$ cat src/rtl/siso_xfer_ctrl_pkg.sv
// -----------------------------------------------------------------------------
// siso_xfer_ctrl_pkg
//
// Shared definitions for the SISO transfer sequencer:
//   - state_t        : sequencer states (IDLE, CLEAR, RUN, HOLD)
//   - DEF_WIDTH      : default word width in bits
//   - DEF_DEPTH      : default number of flops in the attached SISO chain
//   - cnt_width()    : width of the RUN bit counter, $clog2(width+depth)
//                      clamped to at least one bit
// -----------------------------------------------------------------------------
package siso_xfer_ctrl_pkg;

    typedef enum logic [1:0] {
        ST_IDLE  = 2'd0,
        ST_CLEAR = 2'd1,
        ST_RUN   = 2'd2,
        ST_HOLD  = 2'd3
    } state_t;

    localparam int DEF_WIDTH = 8;
    localparam int DEF_DEPTH = 4;

    // The counter must reach width+depth-1. A 1-bit counter is the floor so a
    // degenerate width+depth of 1 still yields a legal vector.
    function automatic int cnt_width(input int width, input int depth);
        int w;
        w = $clog2(width + depth);
        return (w < 1) ? 1 : w;
    endfunction

endpackage : siso_xfer_ctrl_pkg

$ cat src/rtl/siso_xfer_ctrl.sv
// -----------------------------------------------------------------------------
// siso_xfer_ctrl
//
// Transfer sequencer that uses an external SISO shift chain as a loopback
// delay line. A word accepted on the tx handshake is serialised onto the
// chain after a one-cycle chain clear; the chain output is captured DEPTH
// cycles later, reassembled, and returned on the rx handshake together with
// a flag telling whether the looped-back word differs from the sent one.
//
// Parameters:
//   WIDTH     - bits per transferred word (>= 1)
//   DEPTH     - flops in the attached SISO chain (>= 1)
//   MSB_FIRST - 1: bit WIDTH-1 goes out first, 0: bit 0 goes out first
//
// Ports:
//   clk       in   clock, everything updates on its rising edge
//   clear_n   in   asynchronous active-low reset
//   tx_data   in   word to send, sampled on acceptance
//   tx_valid  in   tx_data valid
//   tx_ready  out  controller can accept (only in IDLE)
//   sr_clear  out  active-high clear to the chain (registered)
//   sr_s_in   out  serial data into the chain (registered)
//   sr_s_out  in   serial data from the chain's last stage
//   rx_data   out  reassembled received word
//   rx_valid  out  rx_data / rx_error valid, held until rx_ready
//   rx_ready  in   consumer takes the result
//   rx_error  out  received word differs from the accepted word
//   busy      out  high in every state except IDLE
// -----------------------------------------------------------------------------
module siso_xfer_ctrl
    import siso_xfer_ctrl_pkg::*;
#(
    parameter int WIDTH     = DEF_WIDTH,
    parameter int DEPTH     = DEF_DEPTH,
    parameter bit MSB_FIRST = 1'b1
) (
    input  logic             clk,
    input  logic             clear_n,
    input  logic [WIDTH-1:0] tx_data,
    input  logic             tx_valid,
    output logic             tx_ready,
    output logic             sr_clear,
    output logic             sr_s_in,
    input  logic             sr_s_out,
    output logic [WIDTH-1:0] rx_data,
    output logic             rx_valid,
    input  logic             rx_ready,
    output logic             rx_error,
    output logic             busy
);

    localparam int CNT_W = cnt_width(WIDTH, DEPTH);

    // Last RUN cycle, and first RUN cycle whose chain output carries word data.
    localparam logic [CNT_W-1:0] CNT_LAST    = CNT_W'(WIDTH + DEPTH - 1);
    localparam logic [CNT_W-1:0] CNT_CAPTURE = CNT_W'(DEPTH);

    state_t           state;
    logic [CNT_W-1:0] cnt;
    logic [WIDTH-1:0] tx_word;   // accepted word, kept intact for the compare
    logic [WIDTH-1:0] sh_out;    // drains one bit per cycle onto the chain
    logic [WIDTH-1:0] sh_in;     // fills one bit per cycle from the chain

    logic             out_bit;
    logic [WIDTH-1:0] sh_out_next;
    logic [WIDTH-1:0] sh_in_next;

    // Shift-order helpers. Shifting sh_out fills zeros behind the word, so once
    // all WIDTH bits have left, sr_s_in naturally carries 0 for the remaining
    // DEPTH cycles of RUN without any extra comparison on cnt.
    always_comb begin
        // NOTE: every always_comb output gets a default first so no path can
        // leave it unassigned and infer a latch.
        out_bit     = 1'b0;
        sh_out_next = '0;
        sh_in_next  = '0;
        if (MSB_FIRST) begin
            out_bit     = sh_out[WIDTH-1];
            sh_out_next = sh_out << 1;
            sh_in_next  = (sh_in << 1) | WIDTH'(sr_s_out);
        end else begin
            out_bit     = sh_out[0];
            sh_out_next = sh_out >> 1;
            sh_in_next  = (sh_in >> 1) | (WIDTH'(sr_s_out) << (WIDTH - 1));
        end
    end

    // The capture register is the result register; after exactly WIDTH
    // captures it holds the whole received word and stays put during HOLD.
    assign rx_data = sh_in;

    // Sequencer: state, counter, data registers and all registered outputs.
    always_ff @(posedge clk or negedge clear_n) begin
        if (!clear_n) begin
            // NOTE: the data registers are reset too, not just the control
            // state, because rx_data is taken straight from sh_in and must
            // read 0 during and after reset.
            state    <= ST_IDLE;
            cnt      <= '0;
            tx_word  <= '0;
            sh_out   <= '0;
            sh_in    <= '0;
            tx_ready <= 1'b0;
            sr_clear <= 1'b1;  // keep the chain cleared while in reset
            sr_s_in  <= 1'b0;
            rx_valid <= 1'b0;
            rx_error <= 1'b0;
            busy     <= 1'b0;
        end else begin
            // NOTE: non-blocking assignments only, so every branch below reads
            // the pre-edge value of each register regardless of statement order.
            unique case (state)
                ST_IDLE: begin
                    tx_ready <= 1'b1;
                    sr_clear <= 1'b0;
                    sr_s_in  <= 1'b0;
                    if (tx_valid && tx_ready) begin
                        tx_word  <= tx_data;
                        sh_out   <= tx_data;
                        tx_ready <= 1'b0;
                        sr_clear <= 1'b1;
                        busy     <= 1'b1;
                        state    <= ST_CLEAR;
                    end
                end

                ST_CLEAR: begin
                    // The chain is cleared during this cycle; the first word
                    // bit is presented from the edge that enters RUN.
                    sr_clear <= 1'b0;
                    cnt      <= '0;
                    sr_s_in  <= out_bit;
                    sh_out   <= sh_out_next;
                    state    <= ST_RUN;
                end

                ST_RUN: begin
                    sr_s_in <= out_bit;
                    sh_out  <= sh_out_next;

                    // Bit k-DEPTH reaches the chain output during cycle k.
                    if (cnt >= CNT_CAPTURE) begin
                        sh_in <= sh_in_next;
                    end

                    if (cnt == CNT_LAST) begin
                        // The last capture happens on this same edge, so the
                        // compare uses the word including that final bit.
                        rx_error <= (sh_in_next != tx_word);
                        rx_valid <= 1'b1;
                        sr_s_in  <= 1'b0;
                        cnt      <= '0;
                        state    <= ST_HOLD;
                    end else begin
                        cnt <= cnt + CNT_W'(1);
                    end
                end

                ST_HOLD: begin
                    if (rx_valid && rx_ready) begin
                        rx_valid <= 1'b0;
                        busy     <= 1'b0;
                        tx_ready <= 1'b1;
                        state    <= ST_IDLE;
                    end
                end

                default: begin
                    state <= ST_IDLE;
                end
            endcase
        end
    end

endmodule : siso_xfer_ctrl

$ cat config.mk
export PLATFORM = sky130hd
export DESIGN_NAME = siso_xfer_ctrl
export DESIGN_NICKNAME = d
export VERILOG_FILES = /design/src/rtl/siso_xfer_ctrl_pkg.sv /design/src/rtl/siso_xfer_ctrl.sv
export SDC_FILE = /design/constraint.sdc
export NUM_CORES = 1
export LEC_CHECK = 0
export ABC_AREA = 1
export CAP_MARGIN = 15
export CORE_MARGIN = 2
export CORE_UTILIZATION = 35
export CTS_BUF_LIST = sky130_fd_sc_hd__clkbuf_2
export DETAILED_ROUTE_END_ITERATION = 8
export PLACE_DENSITY = 0.64
export REMOVE_ABC_BUFFERS = 1
export SYNTH_ARGS = -nofsm -noshare
export SYNTH_HDL_FRONTEND = slang
export SYNTH_SLANG_ARGS = --single-unit
$ cat constraint.sdc
create_clock -name clk -period 1.65 [get_ports clk]
set_input_delay 0.33 -clock clk [delete_from_list [all_inputs] [get_ports clk]]
set_output_delay 0.33 -clock clk [all_outputs]
set_load 0.01 [all_outputs]
==> impl_metrics.env <==
export IMPL_grt_pass1_wl_um=5960
export IMPL_critPathMaxFanout=12
export IMPL_cp_data_arrival_time_ns=1.88
export IMPL_port_buffers=26
export IMPL_relSlewSlack_pct=69.4
export IMPL_num_vias=1439
export IMPL_clk_pin_slew_ns=0.20
export IMPL_max_stage_delay_ns=0.44
export IMPL_fin_crit_ns=1.57
export IMPL_synth_compound_area_share_pct=11.2
export IMPL_synth_cell_types=28
export IMPL_async_flop_share_pct=100
export IMPL_mostFrequentLayoutCells="nand2_1 (62), dfrtp_1 (35), inv_1 (23)"
export IMPL_finalCritPeriodShare_pct=94.9
export IMPL_final_hold_viol_count=0
export IMPL_syn_inst=202
export IMPL_die_y_um=74.0
export IMPL_synthTopCellsByArea="dfrtp_1 (51%), nand2_1 (14%), o21ai_0 (5.5%), inv_1 (5.3%), nor2_1 (4.2%)"
export IMPL_clock_latency_ns=0.39
export IMPL_synth_top_area_share_pct=51.1
export IMPL_synth_top_family_by_area="simple AND/OR/NAND/NOR gates"
export IMPL_worstPathCellList="inv_1, ha_2, buf_4, nand2_1, nor3_1, xnor2_1, nor2_1"
export IMPL_grt_overflow=0
export IMPL_power_leakage_nw=1.13
export IMPL_synth_ff_type="dfrtp_1"
export IMPL_diodes=0
export IMPL_yosysTopAreaCell="dfrtp_1"
export IMPL_cpMaxStageDelayCell="dfrtp_1"
export IMPL_synth_edff_count=0
export IMPL_fin_area_mm2=0.00224
export IMPL_cts_tree="done"
export IMPL_vias_per_cell=4.54
export IMPL_num_fill_cells=471
export IMPL_hold_path_class="input port to asynchronous set/reset pin"
export IMPL_muxShareOfSynthArea_pct=0.657
export IMPL_die_area_mm2=0.00547
export IMPL_irDropWorstVdd_mv=0.642
export IMPL_tightest_slew_ns=0.458
export IMPL_ant_nets=0
export IMPL_synth_seq_area_share_pct=52.6
export IMPL_grt_start_max_net_pins=37
export IMPL_maxCapViolations=0
export IMPL_synth_xor_area_share_pct=2.55
export IMPL_ios=27
export IMPL_cts_buffer_depth=2
export IMPL_cts_root_buf="clkbuf_2"
export IMPL_final_layout_size_suffix_gt1_share_pct=14.4
export IMPL_grtUsageTotal_pct=14.5
export IMPL_setup_violations=0
export IMPL_status="finished, final reports clean"
export IMPL_fin_cells=317
export IMPL_start_kind="flip-flop"
export IMPL_cellPowerDensity_mw_per_mm2=1820
export IMPL_start_util_pct=36.3
export IMPL_synthAdderAreaFrac_pct=3.65
export IMPL_drcViolationCount=0
export IMPL_antenna_found_initial=0
export IMPL_routedWlPerCell_um=11.1
export IMPL_rows=25
export IMPL_core_mm2=0.00472
export IMPL_syn_cell_area_mm2=0.00171
export IMPL_first_iter_violations=57
export IMPL_drt_pass1_iter_count=4
export IMPL_endpoint_kind="flip-flop"
export IMPL_worstSetupPathType="flip-flop to flip-flop"
export IMPL_htree_levels=2
export IMPL_cts_buffers=5
export IMPL_cts_sinks=36
export IMPL_yosys_warnings=0
export IMPL_die_x_um=74.0
export IMPL_layout_commonest_cell="nand2_1"
export IMPL_syn_area_per_cell_um2=8.49
export IMPL_num_nets_final=267
export IMPL_grt_pass1_vias=1373
export IMPL_skew_ns=0.0234
export IMPL_placed_area_mm2=0.00205
export IMPL_place_congestion=0.768
export IMPL_required_ns=1.96
export IMPL_area_delta_synth_final_pct=30.8
export IMPL_r2r_cells=7
export IMPL_synthSimpleGateAreaFrac_pct=22.3
export IMPL_synth_seq_cells=36
export IMPL_max_freq_mhz=638
export IMPL_drt_total_wl_um=3530
export IMPL_hpwl_um=2490
export IMPL_dp_cells=294
export IMPL_slew_viol_final=0
-- synth_stat cells (2+ instances only) --
| library cell | number |
|---|---|
| nand2_1 | 62 |
| dfrtp_1 | 35 |
| inv_1 | 24 |
| nor2_1 | 19 |
| o21ai_0 | 19 |
| a31oi_1 | 5 |
| ha_1 | 5 |
| nand3_1 | 4 |
| xor2_1 | 4 |
| buf_2 | 3 |
| nor3_1 | 3 |
| a21oi_1 | 2 |
| o211ai_1 | 2 |
-- registers in the layout, indices dropped and copies added (netlist names), 2 cells and up --
name	cells
cnt	4
rx_data	8
sh_out	8
state	2
tx_word	8
-- layout make-up --
class | count | area, um^2 | area share [%]
clock buffers | 6 | 30.0 | 1.34
clock inverters | 2 | 35.0 | 1.56
inverters | 24 | 93.8 | 4.19
multi-input cells | 137 | 702 | 31.3
flip-flops and latches | 36 | 902 | 40.2
well taps | 67 | 83.8 | 3.74
repair buffers | 45 | 395 | 17.6
-- path summary, 6_finish.rpt --
kind | start | to | slack (ns)
min | clear_n | cnt[3] | 0.47
max reg2reg | state[0] | cnt[3] | 0.08
max in group asynchronous | clear_n | rx_data[3] | 0.84
min in group clk | sr_s_in | sr_s_in | 0.50
max | state[0] | cnt[3] | 0.08
min reg2reg | sr_s_in | sr_s_in | 0.50
-- metal layers --
layer	up-vias	GRT usage, %	wire length (um)
li1	733	-	-
met1	671	18.2	1730
met2	32	23.5	1610
met3	3	4.61	157
met4	0	5.45	29
met5	-	0	0
-- what timing repair did --
action | in CTS | in global routing
cloned | 0 | 0
hold buffers | 1 | 0
setup endpoints to repair | 22 | 13
gates resized for setup | 16 | 1
pin swaps | 0 | 1
hold endpoints to repair | 35 | 0
setup buffers | 10 | 4
-- metrics by stage --
| stage | total power, W | worst slack [ns] | hold slack [ns] | utilization (%) | TNS [ns] |
|---|---|---|---|---|---|
| after global placement | 0.00326 | 0.0528 | 0.400 | 43.5 | 0 |
| final | 0.00408 | 0.0837 | 0.468 | 47.5 | 0 |
| after CTS | 0.00394 | 0.0232 | 0.472 | 46.5 | 0 |
| after global routing | 0.00448 | -0.00199 | 0.491 | 47.5 | -0.00199 |
| after floorplan | 0.00268 | -0.176 | 0.0344 | - | -1.20 |
| after detailed placement | 0.00330 | -0.0182 | 0.404 | 43.5 | -0.0182 |
-- logic make-up after synthesis --
family / after synthesis
AND/OR/NAND/NOR: 93
AO/OA/AOI/OAI: 33
XOR/XNOR: 5
buffers and inverters: 29
flip-flops: 36
adder cells (fa/ha/maj): 5
multiplexers: 1
-- worst max-delay path, delay by kind of cell (launching register included) --
family	cells	cell delay (ns)
buffers and inverters	2	0.26
and+or+nand+nor	3	0.31
xor gates and xnor gates	1	0.15
adders and majority gates	1	0.32
DFF	1	0.44
-- power by group --
group | total [W] | internal [W] | leakage (nW) | switching, W
Clock | 0.000561 | 0.000261 | 0.0430 | 0.000300
Combinational | 0.00209 | 0.000931 | 0.642 | 0.00116
Sequential | 0.00142 | 0.00124 | 0.447 | 0.000187
No activity file was read; power rests on OpenSTA's default activity.
